## src/rtl/mux_3x1.sv

```systemverilog
// Registered 3:1 data selector with one-cycle valid and illegal-select error strobes.
// All outputs come straight from flops; the data register is the only held state.
module mux_3x1 #(
  parameter int WIDTH = 32
) (
  input  logic             CLK,
  input  logic             RST_N,
  input  logic             EN,
  input  logic [1:0]       SELECT,
  input  logic [WIDTH-1:0] DATA_IN_1,
  input  logic [WIDTH-1:0] DATA_IN_2,
  input  logic [WIDTH-1:0] DATA_IN_3,
  output logic [WIDTH-1:0] DATA_OUT,
  output logic             VALID_OUT,
  output logic             SEL_ERR
);

  logic [WIDTH-1:0] data_q, data_d;
  logic             valid_q, valid_d;
  logic             sel_err_q, sel_err_d;

  // An illegal select is a rejected capture: data holds and only the error strobe fires.
  always_comb begin
    data_d    = data_q;
    valid_d   = 1'b0;
    sel_err_d = 1'b0;
    if (EN) begin
      unique case (SELECT)
        2'b00: begin
          data_d  = DATA_IN_1;
          valid_d = 1'b1;
        end
        2'b01: begin
          data_d  = DATA_IN_2;
          valid_d = 1'b1;
        end
        2'b10: begin
          data_d  = DATA_IN_3;
          valid_d = 1'b1;
        end
        default: sel_err_d = 1'b1;
      endcase
    end
  end

  always_ff @(posedge CLK) begin
    if (!RST_N) begin
      data_q    <= '0;
      valid_q   <= 1'b0;
      sel_err_q <= 1'b0;
    end else begin
      data_q    <= data_d;
      valid_q   <= valid_d;
      sel_err_q <= sel_err_d;
    end
  end

  assign DATA_OUT  = data_q;
  assign VALID_OUT = valid_q;
  assign SEL_ERR   = sel_err_q;

endmodule

```

## config.mk

```make
export PLATFORM = sky130hd
export DESIGN_NAME = mux_3x1
export DESIGN_NICKNAME = d
export VERILOG_FILES = /design/src/rtl/mux_3x1.sv
export SDC_FILE = /design/constraint.sdc
export NUM_CORES = 1
export LEC_CHECK = 0
export BUFFER_PORTS_ARGS = -buffer_cell sky130_fd_sc_hd__buf_4
export CORE_MARGIN = 5
export CORE_UTILIZATION = 45
export CTS_BUF_LIST = sky130_fd_sc_hd__clkbuf_8
export CTS_CLUSTER_DIAMETER = 150
export DETAILED_ROUTE_END_ITERATION = 10
export HOLD_SLACK_MARGIN = 0.06
export PLACE_DENSITY_LB_ADDON = 0.2
export SLEW_MARGIN = 15
export SYNTH_ARGS = -nofsm -noshare
export SYNTH_HDL_FRONTEND = slang
export SYNTH_SLANG_ARGS = --single-unit
```

## constraint.sdc

```tcl
create_clock -name CLK -period 1.9 [get_ports CLK]
set_input_delay 0.38 -clock CLK [delete_from_list [all_inputs] [get_ports CLK]]
set_output_delay 0.38 -clock CLK [all_outputs]
set_load 0.05 [all_outputs]
```

After elaboration in Yosys (flattened, before gate mapping)
Cells that the tools add are included.
{"block": "classes", "n_eq_ne": 2, "n_mux": 3, "reduce_logical": 5}
{"operator": "$pmux 32 s3", "n": 1}
{"operator": "$reduce_and 2->1", "n": 2}
{"operator": "$reduce_bool 3->1", "n": 1}
{"operator": "$reduce_or 3->1", "n": 1}
{"operator": "$eq 2x1->1 const B", "n": 1}
{"operator": "$eq 2x2->1 const B", "n": 1}
{"operator": "$logic_not 2->1", "n": 1}
{"operator": "$mux 1", "n": 2}
{"block": "totals", "regBits": 34, "wordCells": 13}

Logic depth before layout (Yosys ltp)
Gate-level depths: netlist of run 1.
{"block": "depth", "depth_word": 3, "ltp_mapped": 7, "mapped_depth_nobuf": 5}

Worst setup path before layout of run 1
No wires, ideal clock.
{"block": "synth_path", "path_type": "in2reg", "startpoint": "in SELECT[0]", "endpoint": "reg data_q[23] (netlist: DATA_OUT[23])", "t_arrival_ns": 1.348, "required_ns": 1.782, "path_slack_ns": 0.434, "path_stages": 7, "n_path_buf": 2, "cell_sequence": "inv_1 > ha_1 > buf_6 > clkbuf_8 > a221o_1 > nand3_2 > a21boi_2"}
{"block": "synth_between", "elab_chain_len": 3, "word_cells_on_any_way": 6, "classes_between": "eq/ne: 2; mux: 1; reduce/logical: 3"}
{"element": "start: declaration", "line": "9", "rtl": "input logic [1:0] SELECT,"}
{"element": "$eq 2x2->1, or another cell as far along", "line": "28", "rtl": "unique case (SELECT)"}
{"element": "$reduce_bool 3->1 (no source line)"}
{"element": "$reduce_and 2->1 (no source line)"}
{"element": "end signal: assignment", "line": "52", "rtl": "data_q <= data_d;"}
{"element": "end: declaration", "line": "18", "rtl": "logic [WIDTH-1:0] data_q, data_d;"}
Several ways; a longest one is shown, not always the timed one.
A chain may end at the register's enable or synchronous reset.

Final worst setup path of run 1
{"block": "layout_path", "startpoint": "in SELECT[0]", "endpoint": "reg data_q[0] (netlist: DATA_OUT[0])"}
The elaborated chain is that of the path after synthesis.

==> out/results.txt, run 1 <==
mapped cell area: 2250 µm²
cts-stage hold buffer count: 0
grt ovf: 0
CP endpoint kind: flop
CP arrival: 1660 ps
clk_lat worst skew: 280 ps
startpoint type of the worst setup path: input port
fmax: 695 MHz
Hold Vio Cnt, Final: 0
core box area: 4790 µm²
fin crit period: 1440 ps
Ports: 135
Max Cap Violations: 0
overall power: 0.00210 W
dominant cell type by area after synthesis: dfxtp_1
global routing's busiest layer: met2
drt drc: 0
largest fanout on the critical path: 32
CTS tree: yes
Yosys warning count: 0
largest cells by area after synthesis: dfxtp_1 (30%), a21boi_2 (14%), a221o_1 (14%)
clk sinks: 34
H-Tree Depth: 2
VDD IR-drop max: 0.000412 V
met3 Use GR: 0.0843
Clock Tree Buf Depth: 2
status: completed
number of distinct library cells after synthesis: 19
Avg Synthesized Cell Area: 9.98 µm²
worst slack, placed: 167 ps
CTS Buf Count: 5
Pins Over Slew Limit: 0
die height: 80.8 µm
area occupied by multi-input gates: 1370 µm²
Die Area: 6530 µm²
Storage cell area: 681 µm²
Placer Congestion: 0.760
Root Driver: clkbuf_8
Avg WL per Cell: 15.7 µm
Util after Layout: 0.692
register area share after synthesis: 0.302
Clk pin slew, worst setup/hold paths: 70 ps
DR vias/cell: 5.16
Buffers on Ports: 134
Mapped Nets: 330
Hold Crit Class: input port to flop
Initial DRC Count: 122
Fillers: 429
Total GRT Usage: 0.204
antenna cell count: 0
setup repair bufs after CTS: 0
Gate Count Post-Synth: 226
DP Wirelength: 4930 µm
CTS resizes: 0
initial core utilization: 0.471
Final WS setup: 461 ps
post-synthesis register bit count: 34
RSZ-0062 raised after global routing: false
antenna violations before repair: 0
nets: 456
Pwr per Cell Area: 635 nW/µm²
Worst Path Required: 2120 ps
Rel. slew slack: 0.566
critical path class: input port to flop
GR Util met2: 0.348
post-synth top area share: 0.302
vias in the first global route: 2199
DR pass1 iterations: 4
row cnt: 25
post-route clock period utilization: 0.757
ANT nets after route: 0
via count: 2161
Final Skew: 0 ps
share of cells above drive strength 1: 0.588
routed wire length: 6570 µm
Tightest Pin Transition: 650 ps
die width: 80.8 µm
leakage power: 1.47 nW
largest net degree at the start of global routing: 35
Area growth syn-to-layout: 46.9%
Final TNS setup: 0 ps
met1 Track Usage GR: 0.238
final setup violation count: 0
first-pass GRT wire length: 10500 µm
-- through the flow --
stage | cells | instance area (µm²) | hold WS, ps
2_1_floorplan | 226 | 2250 | 530
3_3_place_gp | 412 | 3240 | 442
3_5_place_dp | 412 | 3240 | 456
4_1_cts | 419 | 3310 | 343
5_1_grt | 419 | 3310 | 344
6_report | 419 | 3310 | 353
-- placed cells by master (no fill, tap or decap) --
cell / Yosys / final
nor2b_4: 0 / 1
and3_1: 1 / 1
inv_1: 2 / 4
a221o_1: 32 / 32
dfxtp_1: 34 / 34
a21boi_2: 29 / 29
clkbuf_8: 1 / 5
nand3_2: 29 / 29
and2_1: 1 / 1
nand2_1: 32 / 32
nand2b_1: 29 / 29
buf_12: 0 / 2
a21boi_1: 3 / 3
ha_1: 3 / 2
or2b_1: 4 / 4
buf_4: 1 / 140
nand3_1: 3 / 3
ha_2: 0 / 1
-- final timing paths --
check	cells after the start	slack, ps	start	end
worst max register to register	2	1290	DATA_OUT[0]	DATA_OUT[0]
worst min-delay path	2	350	EN	SEL_ERR
worst min register to register	2	460	DATA_OUT[20]	DATA_OUT[20]
worst max-delay path	6	460	SELECT[0]	DATA_OUT[0]
-- synthesized netlist by cell type --
library cell and count:
nor2b_1 1, buf_6 13, and2_1 1, dfxtp_1 34
nand3_2 29, and3_1 1, nand2b_1 29, buf_2 5
a21boi_1 3, clkbuf_1 3, a21boi_2 29, inv_1 2
nand3_1 3, buf_4 1, a221o_1 32, nand2_1 32
or2b_1 4, ha_1 3, clkbuf_8 1
-- logic make-up (layout without fill, tap and decap cells) --
group	Yosys count	in the layout	synth area share
AND/OR/NAND/NOR	100	100	0.291
AO/OA/AOI/OAI	64	64	0.297
flip-flops	34	34	0.302
buffers and inverters	25	151	0.0938
adder cells (fa/ha/maj)	3	3	0.0166
-- final cells by class --
type                       count  share of cell area
tap                           67              0.0253
inverter                       2             0.00227
timing repair buffer         142               0.329
clock inverter                 2             0.00227
sequential                    34               0.206
multi-input combinational    167               0.414
clock buffer                   5              0.0208
-- layer usage --
layer / vias to the layer above / routed length (µm)
met5: - / 0
li1: 1068 / -
met2: 91 / 3160
met1: 992 / 2620
met3: 10 / 712
met4: 0 / 83
-- flip-flops by register name (all words and copies together), names as in the netlist --
| signal | count |
|---|---|
| VALID_OUT | 1 |
| DATA_OUT | 32 |
| SEL_ERR | 1 |
-- critical path: stages --
cell,delay [ps]
buf_4,120
inv_1,50
ha_2,600
a221o_1,290
nand3_2,80
a21boi_2,130
-- power breakdown --
| part | internal [W] | total [W] | switching, W |
|---|---|---|---|
| registers | 0.000764 | 0.000789 | 0.0000253 |
| clock network | 0.000242 | 0.000499 | 0.000257 |
| logic | 0.000373 | 0.000816 | 0.000443 |
| total | 0.00138 | 0.00210 | 0.000725 |
Note: power is estimated with default switching activity, not from simulation.
==> inputs of run 2 (changes only) <==
--- a/config.mk
+++ b/config.mk
@@ -7,7 +7,7 @@
 export LEC_CHECK = 0
 export BUFFER_PORTS_ARGS = -buffer_cell sky130_fd_sc_hd__buf_4
 export CORE_MARGIN = 5
-export CORE_UTILIZATION = 45
+export CORE_UTILIZATION = 41
 export CTS_BUF_LIST = sky130_fd_sc_hd__clkbuf_8
 export CTS_CLUSTER_DIAMETER = 150
 export DETAILED_ROUTE_END_ITERATION = 10
==> constraint.sdc (replaced) <==
create_clock -name CLK -period 1.3 [get_ports CLK]
set_input_delay 0.26 -clock CLK [delete_from_list [all_inputs] [get_ports CLK]]
set_output_delay 0.26 -clock CLK [all_outputs]
set_load 0.05 [all_outputs]
==> run 2 against run 1 <==
Against the previous run: sequential share of layout area shrank 0.52 points; first-iteration DRC count shrank 52%; hold slack lost 110 ps; clock power grew 57%; wire length shrank 1.2%; clock skew is the same; largest power group unchanged; highest routed layer unchanged.
==> out/results.txt, run 2 (synthesized netlist as in run 1, its figures left out) <==
RSZ-0062 raised after global routing: false (unchanged)
Pwr per Cell Area: 931 nW/µm² (was 635 nW/µm²)
Pins Over Slew Limit: 0 (unchanged)
CTS Buf Count: 5 (unchanged)
H-Tree Depth: 2 (unchanged)
DR pass1 iterations: 4 (unchanged)
Root Driver: clkbuf_8 (unchanged)
Die Area: 7080 µm² (was 6530 µm²)
leakage power: 1.50 nW (was 1.47 nW)
clk sinks: 34 (unchanged)
routed wire length: 6490 µm (was 6570 µm)
Placer Congestion: 0.802 (was 0.760)
setup repair bufs after CTS: 0 (unchanged)
placed cells: 421 (was 412)
antenna violations before repair: 0 (unchanged)
Ports: 135 (unchanged)
share of cells above drive strength 1: 0.599 (was 0.588)
antenna cell count: 0 (unchanged)
ANT nets after route: 0 (unchanged)
Final TNS setup: 0 ps (unchanged)
die width: 84.2 µm (was 80.8 µm)
final setup violation count: 0 (unchanged)
row cnt: 27 (was 25)
nets: 460 (was 456)
die height: 84.2 µm (was 80.8 µm)
via count: 2187 (was 2161)
reg-to-reg critical path endpoint: DATA_OUT[20] (was DATA_OUT[0])
commonest non-fill, non-tap cell in the layout: buf_4 (unchanged)
hold slack: 247 ps (was 353 ps)
overall power: 0.00316 W (was 0.00210 W)
core box area: 5440 µm² (was 4790 µm²)
post-route clock period utilization: 0.849
CP Capture Point: DATA_OUT[4] (was DATA_OUT[0])
drt drc: 0 (unchanged)
Critical Path Start: SELECT[1] (was SELECT[0])
first-pass GRT wire length: 10500 µm (about the same)
status: completed (unchanged)
CP arrival: 1270 ps (was 1660 ps)
Hold Vio Cnt, Final: 0 (unchanged)
Final Skew: 0 ps (unchanged)
largest fanout on the critical path: 17 (was 32)
Hold Crit Class: input port to flop (unchanged)
Max Cap Violations: 0 (unchanged)
Tightest Pin Transition: 380 ps (was 650 ps)
startpoint type of the worst setup path: input port (unchanged)
Clk pin slew, worst setup/hold paths: 70 ps (about the same)
critical path class: input port to flop (unchanged)
clk_lat worst skew: 280 ps (about the same)
Buffers on Ports: 134 (unchanged)
Worst Path Required: 1470 ps (was 2120 ps)
CP endpoint kind: flop (unchanged)
Initial DRC Count: 59 (was 122)
initial core utilization: 0.415 (was 0.471)
Rel. slew slack: 0.747 (was 0.566)
vias in the first global route: 2214 (was 2199)
Avg WL per Cell: 15.1 µm (was 15.7 µm)
r2r worst-path depth: 2 (unchanged)
most frequent cells in the layout: buf_4 (142), dfxtp_1 (34), a221o_1 (32), nand2_1 (32) (was buf_4 (140), dfxtp_1 (34), a221o_1 (32), nand2_1 (32))
R2R setup slack: 670 ps (was 1290 ps)
max reg flops: 32 (unchanged)
grt ovf: 0 (unchanged)
non-filler cells, final: 429 (was 419)
RR Startpoint: DATA_OUT[20] (was DATA_OUT[0])
Clock Tree Buf Depth: 2 (unchanged)
CTS resizes: 0 (unchanged)
VDD IR-drop max: 0.000498 V (was 0.000412 V)
DR vias/cell: 5.10 (was 5.16)
Area growth syn-to-layout: 50.7% (was 46.9%)
CTS tree: yes (unchanged)
largest net degree at the start of global routing: 35 (unchanged)
DP Wirelength: 4980 µm (was 4930 µm)
fmax: 906 MHz
cts-stage hold buffer count: 0 (unchanged)
fin crit period: 1100 ps
Total GRT Usage: 0.181 (was 0.204)
==> run 2: layer usage <==
layer	wire length [µm]	share of wire	track usage
met5	0	0	0
met4	72	0.011	0.0497
met3	665	0.10	0.0785
met2	3110	0.48	0.290
met1	2640	0.41	0.222
==> run 2: area by class of cell <==
type	instances	area (µm²)
multi-input cells	167	1380
inverters	2	7.51
clock inverters	2	8.76
fillers	492	2040
flip-flops and latches	34	681
well taps	72	90.1
repair buffers	146	1150
clock buffers	6	82.6
==> run 2: worst min path at each step <==
stage | slack [ps] | end | startpoint | cells after the start
3_3_place_gp | 440 | DATA_OUT[21] | DATA_OUT[21] | 2
3_5_place_dp | 460 | DATA_OUT[22] | DATA_OUT[22] | 2
2_1_floorplan | 410 | DATA_OUT[23] | RST_N | 1
6_report | 250 | SEL_ERR | EN | 2
5_1_grt | 230 | SEL_ERR | EN | 2
4_1_cts | 240 | SEL_ERR | EN | 2
==> run 2: where the power goes <==
part / internal (W) / switching [W]
combinational: 0.000576 / 0.000649
sequential: 0.00112 / 0.0000370
clock: 0.000419 / 0.000365
==> run 2: stage by stage <==
step                utilization  instance area, µm²  worst slack [ps]
finish                    0.625                3400               196
global route              0.625                3400               146
CTS                       0.625                3400               182
detailed placement        0.608                3310             -92.6
global placement          0.608                3310             -81.5
floorplan                     -                2270              51.3
==> run 2: critical path, cell delays in order <==
cell	delay (ps)
buf_4	110
inv_1	40
ha_1	180
buf_4	200
a221o_1	350
nand3_2	80
a21boi_2	50
